==> src/rtl/sync_fifo_param.sv <==
// Parametrised single-clock FIFO with any depth, programmable almost-full/almost-empty
// thresholds, optional first-word-fall-through read and a clearable high-water mark.
module sync_fifo_param #(
    parameter int FIFO_WIDTH = 16,
    parameter int FIFO_DEPTH = 8,
    parameter int AF_LEVEL   = FIFO_DEPTH - 1,
    parameter int AE_LEVEL   = 1,
    parameter int FWFT       = 0,
    localparam int CNT_W     = $clog2(FIFO_DEPTH + 1)
) (
    input  logic                  clk,
    input  logic                  rst_n,
    input  logic [FIFO_WIDTH-1:0] data_in,
    input  logic                  wr_en,
    input  logic                  rd_en,
    input  logic                  clr_peak,
    output logic [FIFO_WIDTH-1:0] data_out,
    output logic                  rd_valid,
    output logic                  wr_ack,
    output logic                  overflow,
    output logic                  underflow,
    output logic                  full,
    output logic                  empty,
    output logic                  almostfull,
    output logic                  almostempty,
    output logic [CNT_W-1:0]      count,
    output logic [CNT_W-1:0]      peak
);
    localparam int PTR_W = $clog2(FIFO_DEPTH);

    if (FIFO_DEPTH < 2) begin : g_bad_depth
        $error("sync_fifo_param: FIFO_DEPTH must be at least 2");
    end
    if (FIFO_WIDTH < 1) begin : g_bad_width
        $error("sync_fifo_param: FIFO_WIDTH must be at least 1");
    end
    if (AF_LEVEL < 1 || AF_LEVEL > FIFO_DEPTH) begin : g_bad_af
        $error("sync_fifo_param: AF_LEVEL must lie in 1..FIFO_DEPTH");
    end
    if (AE_LEVEL < 0 || AE_LEVEL >= FIFO_DEPTH) begin : g_bad_ae
        $error("sync_fifo_param: AE_LEVEL must lie in 0..FIFO_DEPTH-1");
    end

    logic [FIFO_WIDTH-1:0] mem [FIFO_DEPTH];
    logic [PTR_W-1:0]      wr_ptr, rd_ptr;
    logic [CNT_W-1:0]      count_nxt, peak_nxt;
    logic                  wa, ra;

    // Accept decisions use the occupancy before this edge, so a full FIFO can
    // still pop and an empty FIFO can still push in the same cycle.
    assign wa        = wr_en && (count < CNT_W'(FIFO_DEPTH));
    assign ra        = rd_en && (count != '0);
    assign count_nxt = count + CNT_W'(wa) - CNT_W'(ra);

    always_comb begin
        peak_nxt = peak;
        if (clr_peak || count_nxt > peak) peak_nxt = count_nxt;
    end

    assign full        = (count == CNT_W'(FIFO_DEPTH));
    assign empty       = (count == '0);
    assign almostfull  = (count >= CNT_W'(AF_LEVEL)) && !full;
    assign almostempty = (count <= CNT_W'(AE_LEVEL)) && !empty;

    // Explicit wrap at FIFO_DEPTH-1 so non-power-of-two depths address correctly.
    function automatic logic [PTR_W-1:0] ptr_inc(input logic [PTR_W-1:0] p);
        return (p == PTR_W'(FIFO_DEPTH - 1)) ? '0 : p + 1'b1;
    endfunction

    always_ff @(posedge clk) begin
        if (!rst_n) begin
            wr_ptr    <= '0;
            rd_ptr    <= '0;
            count     <= '0;
            peak      <= '0;
            wr_ack    <= 1'b0;
            overflow  <= 1'b0;
            underflow <= 1'b0;
        end else begin
            if (wa) wr_ptr <= ptr_inc(wr_ptr);
            if (ra) rd_ptr <= ptr_inc(rd_ptr);
            count     <= count_nxt;
            peak      <= peak_nxt;
            wr_ack    <= wa;
            overflow  <= wr_en && !wa;
            underflow <= rd_en && !ra;
        end
    end

    // Storage is deliberately left out of reset.
    always_ff @(posedge clk) begin
        if (rst_n && wa) mem[wr_ptr] <= data_in;
    end

    if (FWFT != 0) begin : g_fwft
        assign data_out = mem[rd_ptr];
        assign rd_valid = !empty;
    end else begin : g_reg_rd
        always_ff @(posedge clk) begin
            if (!rst_n) begin
                data_out <= '0;
                rd_valid <= 1'b0;
            end else begin
                rd_valid <= ra;
                if (ra) data_out <= mem[rd_ptr];
            end
        end
    end

endmodule

==> config.mk <==
export PLATFORM = sky130hd
export DESIGN_NAME = sync_fifo_param
export DESIGN_NICKNAME = d
export VERILOG_FILES = /design/src/rtl/sync_fifo_param.sv
export SDC_FILE = /design/constraint.sdc
export NUM_CORES = 1
export LEC_CHECK = 0
export ABC_AREA = 1
export BUFFER_PORTS_ARGS = -buffer_cell sky130_fd_sc_hd__buf_2
export CAP_MARGIN = 0
export CORE_UTILIZATION = 35
export DETAILED_ROUTE_END_ITERATION = 8
export HOLD_SLACK_MARGIN = 0.15
export SLEW_MARGIN = 20
export SYNTH_ARGS = -nofsm -noshare
export SYNTH_HDL_FRONTEND = slang
export SYNTH_SLANG_ARGS = --single-unit
==> constraint.sdc <==
create_clock -name clk -period 3 [get_ports clk]
set_input_delay 0.15 -clock clk [delete_from_list [all_inputs] [get_ports clk]]
set_output_delay 0.15 -clock clk [all_outputs]
set_load 0.005 [all_outputs]
Yosys cells after proc, flatten, opt, wreduce, memory -nomap -nowiden
Memory sizes are Yosys's and may differ from the RTL's. A register that Yosys moved wholly into a read port is not among the register bits.
Index checks and enable logic that the tools add are counted.
{"block": "totals", "regBits": 18, "ramBits": 128, "inputBits": 21, "output_inout_bits": 32, "mem_count": 1}
{"block": "op_classes", "n_addsub": 4, "magnitude_cmp": 4, "n_eq_ne": 3, "mux": 4, "reduce_logical": 15}
{"name": "mem", "depth": 8, "width": 16, "read_ports": 1, "rd_ports_with_merged_regs": 1, "wr": 1, "line_no": "44", "text": "logic [FIFO_WIDTH-1:0] mem [FIFO_DEPTH];"}
{"op": "1-bit logical AND", "count": 7}
{"op": "3-bit by 1-bit adder with 3-bit output, second input constant", "count": 2}
{"op": "3-bit equality test, second input constant", "count": 2}
{"op": "3-bit 2-to-1 mux", "count": 2}
{"op": "1-bit zero test", "count": 5}
{"op": "4-bit by 1-bit adder with 4-bit output", "count": 1}
{"op": "4-bit equality test, second input constant", "count": 1}
{"op": "4-bit by 3-bit greater-or-equal comparator with 1-bit output, second input constant", "count": 1}
{"op": "4-bit > comparator", "count": 1}
{"op": "4-bit by 1-bit less-or-equal comparator with 1-bit output, second input constant", "count": 1}
{"op": "4-bit zero test", "count": 1}
{"op": "4-bit < comparator, second input constant", "count": 1}
{"op": "4-bit nonzero test", "count": 1}
{"op": "4-bit by 1-bit subtractor with 4-bit output", "count": 1}
{"op": "1-bit 2-to-1 mux", "count": 2}
{"op": "1-bit logical OR", "count": 1}

Longest topological paths before layout
Gate-level depths: netlist of run 1.
{"block": "logic_depth", "ltp_word": 6, "mapped_depth": 22, "depth_no_buf": 21}

Worst setup path before layout of run 1
OpenSTA, ideal clock, no wires.
{"block": "synth_timing", "path_type": "reg2reg", "start": "register count[2]", "end": "register peak[1]", "setup_time_ns": 0.115, "arrival_time_ns": 2.918, "setup_slack_ns": -0.033, "path_stages_with_launch": 22, "n_path_buf": 1, "period_less_slack_ns": 3.033, "cell_sequence": "dfxtp_1 inv_1 ha_1 nand3_2 nand2_2 inv_2 buf_4 ha_1 inv_1 ha_1 fa_1 xnor2_1 inv_1 ha_1 nand2_1 inv_2 nand2_1 nand2_1 nand2_1 nand3_1 nand2_1 nor2_1"}
{"item": "from (decl)", "line_no": "26", "text": "output logic [CNT_W-1:0] count,"}
{"item": "from (signal assigned)", "line_no": "82", "text": "count <= count_nxt;"}
{"item": "4-bit nonzero test", "line_no": "52", "text": "assign ra = rd_en && (count != '0);"}
{"item": "1-bit logical AND", "line_no": "52"}
{"item": "named net ra", "line_no": "47", "text": "logic wa, ra;"}
{"item": "4-bit by 1-bit subtractor with 4-bit output", "line_no": "53", "text": "assign count_nxt = count + CNT_W'(wa) - CNT_W'(ra);"}
{"item": "named net count_nxt[2]", "line_no": "46", "text": "logic [CNT_W-1:0] count_nxt, peak_nxt;"}
{"item": "4-bit > comparator", "line_no": "57", "text": "if (clr_peak || count_nxt > peak) peak_nxt = count_nxt;"}
{"item": "1-bit logical OR", "line_no": "57"}
{"item": "to (signal assigned)", "line_no": "83", "text": "peak <= peak_nxt;"}
{"item": "to (decl)", "line_no": "27", "text": "output logic [CNT_W-1:0] peak"}
The timed path passes the listed nets, and every way through them passes these cells.
A chain may end at the register's enable or synchronous reset.

Worst setup path in the final report of run 1
{"block": "layout_timing", "start": "register count[2]", "end": "register peak[2]"}
{"block": "layout_via", "elab_chain_len": 6}
{"item": "4-bit < comparator", "line_no": "51", "text": "assign wa = wr_en && (count < CNT_W'(FIFO_DEPTH));"}
{"item": "1-bit logical AND", "line_no": "51"}
{"item": "4-bit by 1-bit adder with 4-bit output", "line_no": "53"}
{"item": "4-bit by 1-bit subtractor with 4-bit output (*)", "line_no": "53"}
{"item": "named net count_nxt[2]", "line_no": "46"}
{"item": "4-bit > comparator", "line_no": "57"}
{"item": "1-bit logical OR", "line_no": "57"}
The timed path passes the listed nets; every way through them passes the cells marked *.

==> results of run 1 <==
-- sequential cells by signal, indices dropped and copies added (netlist names) --
register,flops
mem,128
data_out,16
count,4
peak,4
rd_ptr,3
wr_ptr,3
overflow,1
rd_valid,1
underflow,1
wr_ack,1
-- final timing paths --
kind	from	to	slack (ps)	cells after the start
worst min register to register	data_out[11]$_SDFFE_PN0P_	data_out[11]$_SDFFE_PN0P_	460	2
worst max register to register	count[2]$_SDFF_PN0_	peak[2]$_SDFFE_PN0P_	180	20
worst max-delay path	count[2]$_SDFF_PN0_	peak[2]$_SDFFE_PN0P_	180	20
worst min-delay path	clr_peak	peak[0]$_SDFFE_PN0P_	170	4
-- worst max-delay path, stage by stage, from the launching register on --
cell                      delay, ps
sky130_fd_sc_hd__dfxtp_2        340
sky130_fd_sc_hd__inv_2           80
sky130_fd_sc_hd__ha_4           150
sky130_fd_sc_hd__nand3_2        100
sky130_fd_sc_hd__nand2_2        100
sky130_fd_sc_hd__inv_2           40
sky130_fd_sc_hd__ha_1           260
sky130_fd_sc_hd__inv_1           40
sky130_fd_sc_hd__ha_2           180
sky130_fd_sc_hd__fa_2           370
sky130_fd_sc_hd__xnor2_2        180
sky130_fd_sc_hd__inv_1           90
sky130_fd_sc_hd__ha_1           280
sky130_fd_sc_hd__nand2_2         60
sky130_fd_sc_hd__inv_2           30
sky130_fd_sc_hd__nand2_1         60
sky130_fd_sc_hd__nand2_2         60
sky130_fd_sc_hd__nand2_4        110
sky130_fd_sc_hd__nand3_1         80
sky130_fd_sc_hd__nand2_1         70
sky130_fd_sc_hd__nor2_1          40
-- per-layer routing --
| layer | share of wire, % | wire, um | GRT usage [%] |
|---|---|---|---|
| met3 | 6.1 | 936 | 3.152 |
| met1 | 45 | 6894 | 20.46 |
| met4 | 1.5 | 231 | 5.999 |
| met2 | 47 | 7287 | 26.93 |
| met5 | 0 | 0 | 0 |
-- timing repair --
action,4_1_cts,5_1_grt
gates resized for setup,0,10
setup endpoints to repair,0,4
hold buffers,20,0
buffers inserted,0,3
endpoints found under the hold margin,142,0
-- logic make-up after synthesis --
group / share of synthesized area [%]
adders and majority gates: 3.159
and+or+nand+nor: 19.98
AOI/OAI and AO/OA: 2.585
DFF: 64.91
buffers and inverters: 9.244
xor gates and xnor gates: 0.1257
-- cell type report --
type	instances	area, um2
timing repair buffer	97	660.6
multi-input combinational	386	1859
clock inverter	12	229.0
inverter	126	473.0
sequential	162	4527
clock buffer	20	446.7
tap	265	331.6
fill	1832	10940
-- placed cells by master (no fill, tap or decap), drive strengths merged --
cell type,count
dlygate4sd3,20
nand3,105
buf,77
clkbuf,20
dfxtp,34
clkinv,2
a21oi,27
o21ai,6
inv,127
bufinv,6
nand3b,1
a22oi,2
xnor2,1
fa,1
edfxtp,128
ha,16
nor2,24
nand2,203
clkinvlp,3
-- through the flow --
stage	util, %	TNS [ps]
floorplan	-	0
finish	43.81	0
CTS	43.51	0
global route	43.81	-12.81
detailed placement	39.01	0
global placement	39.01	0
-- where the power goes --
part	switching (mW)	total, mW	internal (mW)	leakage, nW
Sequential	0.0931	2.71	2.62	1.44
Clock	0.868	2.46	1.59	0.317
Combinational	1.33	2.14	0.818	1.98
Total	2.29	7.31	5.03	3.73
==> flow_summary.json, run 1 <==
{
  "cts_root_buffer": "sky130_fd_sc_hd__clkbuf_16",
  "cts.htree.levels": 4,
  "first_global_vias": 4465,
  "timing.critical_path.fanout_max": 8,
  "report.final.slew_viol_count": 0,
  "die_w_um": 143.1,
  "synth_ff_type": "sky130_fd_sc_hd__edfxtp_1",
  "total_power_mw": 7.312,
  "synth.area.top_cells": "sky130_fd_sc_hd__edfxtp_1 (55%), sky130_fd_sc_hd__nand2_1 (11%), sky130_fd_sc_hd__dfxtp_1 (9.8%), sky130_fd_sc_hd__nand3_1 (7.5%), sky130_fd_sc_hd__inv_1 (6.4%)",
  "tritoncts_num_sinks": 162,
  "hpwlAfterDp_mm": 8.908,
  "power.ir.vdd_worst_mv": 0.3597,
  "max_cap_viol_count": 0,
  "initial_core_util_pct": 35.81,
  "place_area_mm2": 0.007592,
  "finalHoldWorstSlack_ps": 174.5,
  "syn_avg_cell_area_um2": 9.901,
  "floorplan.die.height_um": 143.1,
  "final.setup.worst_slack_ps": 178.8,
  "antenna_violations_before_repair": 0,
  "n_antenna_cell": 0,
  "yosysTopAreaCell": "sky130_fd_sc_hd__edfxtp_1",
  "cts_buffers": 17,
  "syn_to_final_growth_pct": 22.33,
  "finalSetupViolCount": 0,
  "tritoncts_clock_tree": "done",
  "ant_nets": 0,
  "worst_slew_pin_slew_ps": 752.0,
  "finish.cell_count_without_fillers": 1068,
  "drc_errors": 0,
  "worstPathArrival_ps": 3140,
  "synth_cell_types": 22,
  "worst-endpoint-required_ps": 3320,
  "yosys_warnings": 0,
  "count_of_vias_placed_by_the_detailed_router": 4826,
  "fp-row-count": 51,
  "worst_slew_margin_rel_pct": 49.87,
  "grt_first_pass_wirelength_mm": 24.12,
  "power_density_mw_per_mm2": 857.5,
  "pin_count_of_the_biggest_net_entering_global_routing": 67,
  "remaining_global_route_overflow": 0,
  "netlist_instances": 704,
  "clkSlewWorstSetupHoldPaths_ps": 60,
  "detailedRoute.firstIterationViolations": 355,
  "nNetsFinal": 828,
  "detail_route.vias_per_cell": 4.519,
  "critical_path.startpoint_type": "flop",
  "synth-edff-count": 128,
  "achievable-frequency_mhz": 354.5,
  "drt-pass1-iter-count": 5,
  "synth-seq-area-share_pct": 64.91,
  "stdcell_area_mm2": 0.008527,
  "worst-setup-path-type": "reg -> reg",
  "place.gp.congestion": 0.8060,
  "number_of_cells_after_detailed_placement": 1013,
  "synthesis.area_mm2": 0.006970,
  "cts.path.max_buffers": 2,
  "outcome": "finished clean",
  "async_reset_ff_share_pct": 0,
  "final_layout_size_suffix_gt1_share_pct": 16.81,
  "clock-skew-final_ps": 11.96,
  "io_pins": 53,
  "syn-num-nets": 742,
  "power_leakage_nw": 3.730,
  "die_area_mm2": 0.02048,
  "critPathCaptureType": "flop",
  "pre_cts_ws_ps": 74.91,
  "globalRouteTotalUtil_pct": 16.06,
  "detail_route.wirelength_mm": 15.35,
  "post-synth-top-count-cell": "sky130_fd_sc_hd__nand2_1",
  "fp.coreArea_mm2": 0.01946,
  "hold_class": "in -> reg",
  "wire_per_inst_um": 14.37,
  "clock_insertion_delay_worst_skew_ps": 430,
  "portBuffers": 52,
  "yosys-top-cells-count": "sky130_fd_sc_hd__nand2_1 (202), sky130_fd_sc_hd__edfxtp_1 (128), sky130_fd_sc_hd__inv_1 (118), sky130_fd_sc_hd__nand3_1 (104), sky130_fd_sc_hd__dfxtp_1 (34)",
  "hold_viol_final": 0,
  "min_period_ps": 2821,
  "ys_seq_elements": 162,
  "synth_top_area_share_pct": 55.14,
  "post-route-period-util_pct": 94.04
}
No activity file was read; power rests on OpenSTA's default activity.
==> inputs of run 2 (changes only) <==
--- a/config.mk
+++ b/config.mk
@@ -8,6 +8,7 @@
 export ABC_AREA = 1
 export BUFFER_PORTS_ARGS = -buffer_cell sky130_fd_sc_hd__buf_2
 export CAP_MARGIN = 0
+export CORE_ASPECT_RATIO = 0.8
 export CORE_UTILIZATION = 35
 export DETAILED_ROUTE_END_ITERATION = 8
 export HOLD_SLACK_MARGIN = 0.15
==> flow_summary.json, run 2 (synthesis results as in run 1) <==
{
  "min_period_ps": 2849,
  "antenna_violations_before_repair": 0,
  "totalNegativeSetupSlack_ps": 0,
  "worst-setup-path-type": "reg -> reg",
  "clkSlewWorstSetupHoldPaths_ps": 70,
  "cts.path.max_buffers": 2,
  "layout.filler_cells": 1864,
  "multi_input_area_mm2": 0.001852,
  "detail_route.wirelength_mm": 16.01,
  "seq_area_mm2": 0.004526,
  "hold-path-cell-count": 2,
  "ant_nets": 0,
  "place_area_mm2": 0.007556,
  "leading_registers_by_flop_count": "mem x128, data_out x16",
  "cts_buffers": 17,
  "tritoncts_clock_tree": "done",
  "critPathCaptureType": "flop",
  "cts.htree.levels": 4,
  "final.setup.worst_slack_ps": 151.0,
  "final_common_cell": "sky130_fd_sc_hd__nand2_1",
  "finalCoreUtilization_pct": 43.33,
  "layout.cells.most_common_list": "sky130_fd_sc_hd__nand2_1 (201), sky130_fd_sc_hd__edfxtp_1 (128), sky130_fd_sc_hd__inv_1 (117), sky130_fd_sc_hd__nand3_1 (104), sky130_fd_sc_hd__buf_2 (52)",
  "critical_path.startpoint_type": "flop",
  "pre_cts_ws_ps": 97.47,
  "post-route-period-util_pct": 94.97,
  "power_leakage_nw": 3.650,
  "portBuffers": 52,
  "die_w_um": 159.8,
  "achievable-frequency_mhz": 351.0,
  "drt-pass1-iter-count": 5,
  "internal-power_mw": 4.453,
  "timing.critical_path.fanout_max": 8,
  "power_density_mw_per_mm2": 814.8,
  "first_global_vias": 4481,
  "number_of_cells_after_detailed_placement": 1002,
  "p_comb_share_pct": 30.4,
  "detailedRoute.firstIterationViolations": 449,
  "flip_flop_count_of_the_largest_register_after_layout": 128,
  "outcome": "finished clean",
  "finish.cell_count_without_fillers": 1056,
  "swShare_pct": 34.51,
  "power.share.sequential_pct": 39.8,
  "clock_insertion_delay_worst_skew_ps": 440,
  "detail_route.vias_per_cell": 4.501,
  "largest-register": "mem",
  "cts_root_buffer": "sky130_fd_sc_hd__clkbuf_16",
  "startpoint_of_the_most_critical_register_to_register_path": "count[3]$_SDFF_PN0_",
  "crit_path_end": "peak[0]$_SDFFE_PN0P_",
  "hold_class": "reg -> reg",
  "worst_slew_pin_slew_ps": 763.8,
  "clock-skew-final_ps": 25.17,
  "finalSetupViolCount": 0,
  "remaining_global_route_overflow": 0,
  "n_antenna_cell": 0,
  "p_clk_share_pct": 29.8,
  "max_cap_viol_count": 0,
  "startpoint": "count[3]$_SDFF_PN0_",
  "fp-row-count": 45,
  "count_of_vias_placed_by_the_detailed_router": 4753,
  "worst_slew_margin_rel_pct": 49.08,
  "tritoncts_num_sinks": 162,
  "die_area_mm2": 0.02049,
  "power_switching_mw": 2.346,
  "report.final.slew_viol_count": 0,
  "timing.rr.end": "peak[0]$_SDFFE_PN0P_",
  "fp.coreArea_mm2": 0.01926,
  "globalRouteTotalUtil_pct": 16.52,
  "worst-r2r-cell-count": 19,
  "initial_core_util_pct": 36.20,
  "syn_to_final_growth_pct": 19.71,
  "nNetsFinal": 823,
  "r2r_setup_slack_ps": 150,
  "worstPathArrival_ps": 3190,
  "hold_viol_final": 0,
  "io_pins": 53,
  "power.ir.vdd_worst_mv": 0.4955,
  "drc_errors": 0,
  "floorplan.die.height_um": 128.2,
  "pin_count_of_the_biggest_net_entering_global_routing": 67,
  "final_layout_size_suffix_gt1_share_pct": 15.79,
  "stdcell_area_mm2": 0.008344,
  "grt_first_pass_wirelength_mm": 25.13,
  "worst-endpoint-required_ps": 3340,
  "wire_per_inst_um": 15.16,
  "place.gp.congestion": 0.7974,
  "hpwlAfterDp_mm": 8.911
}
==> run 2: timing repair <==
item,4_1_cts,5_1_grt
setup buffers,0,1
gates resized for setup,0,6
endpoints found under the setup margin,0,4
hold buffers,21,0
endpoints found under the hold margin,142,0
==> run 2: final cells by class <==
| type | instances | share of cell area [%] |
|---|---|---|
| tap | 258 | 3.869 |
| clock buffer | 18 | 5.263 |
| sequential | 162 | 54.24 |
| clock inverter | 14 | 1.245 |
| inverter | 126 | 5.698 |
| multi-input combinational | 386 | 22.19 |
| timing repair buffer | 92 | 7.497 |
==> run 2: how the worst min path moves through the flow <==
| stage | startpoint | to |
|---|---|---|
| 3_3_place_gp | wr_en | overflow$_SDFF_PN0_ |
| 4_1_cts | data_out[5]$_SDFFE_PN0P_ | data_out[5]$_SDFFE_PN0P_ |
| 6_report | data_out[10]$_SDFFE_PN0P_ | data_out[10]$_SDFFE_PN0P_ |
| 3_5_place_dp | wr_en | overflow$_SDFF_PN0_ |
| 5_1_grt | data_out[9]$_SDFFE_PN0P_ | data_out[9]$_SDFFE_PN0P_ |
| 2_1_floorplan | data_in[0] | mem[0][0]$_DFFE_PP_ |
==> run 2: stage by stage <==
| stage | hold slack, ps | total power, mW |
|---|---|---|
| global placement | 415.3 | 4.685 |
| floorplan | 248.9 | 4.134 |
| detailed placement | 405.9 | 4.719 |
| CTS | 465.4 | 6.771 |
| finish | 461.7 | 6.799 |
| global route | 483.5 | 7.242 |
==> run 2: power by group through the flow <==
stage	logic [mW]	registers, mW	clock network (mW)
2_1_floorplan	1.37	2.76	0
3_3_place_gp	1.94	2.75	0
3_5_place_dp	1.96	2.75	0
4_1_cts	2.00	2.71	2.07
5_1_grt	2.35	2.73	2.16
6_report	2.07	2.71	2.03
==> run 2: metal layers <==
layer	GRT usage, %	share of wire, %	up-vias
li1	-	-	2429
met1	23.14	49	2175
met2	24.35	44	133
met3	4.368	6.6	16
met4	6.555	1.2	0
met5	0	0	-
==> run 2: critical path: stages (launching register included) <==
cell                      delay [ps]
sky130_fd_sc_hd__dfxtp_1         320
sky130_fd_sc_hd__inv_2           110
sky130_fd_sc_hd__ha_4            150
sky130_fd_sc_hd__nand3_2         100
sky130_fd_sc_hd__nand2_2          90
sky130_fd_sc_hd__inv_2            40
sky130_fd_sc_hd__ha_1            260
sky130_fd_sc_hd__inv_1            40
sky130_fd_sc_hd__ha_1            200
sky130_fd_sc_hd__fa_2            360
sky130_fd_sc_hd__xnor2_2         200
sky130_fd_sc_hd__inv_1            80
sky130_fd_sc_hd__ha_1            270
sky130_fd_sc_hd__nand2_1          60
sky130_fd_sc_hd__inv_2            50
sky130_fd_sc_hd__nand2_1          50
sky130_fd_sc_hd__nand2_1         100
sky130_fd_sc_hd__nand2_4          90
sky130_fd_sc_hd__a21oi_1         140
sky130_fd_sc_hd__nor2_1           60
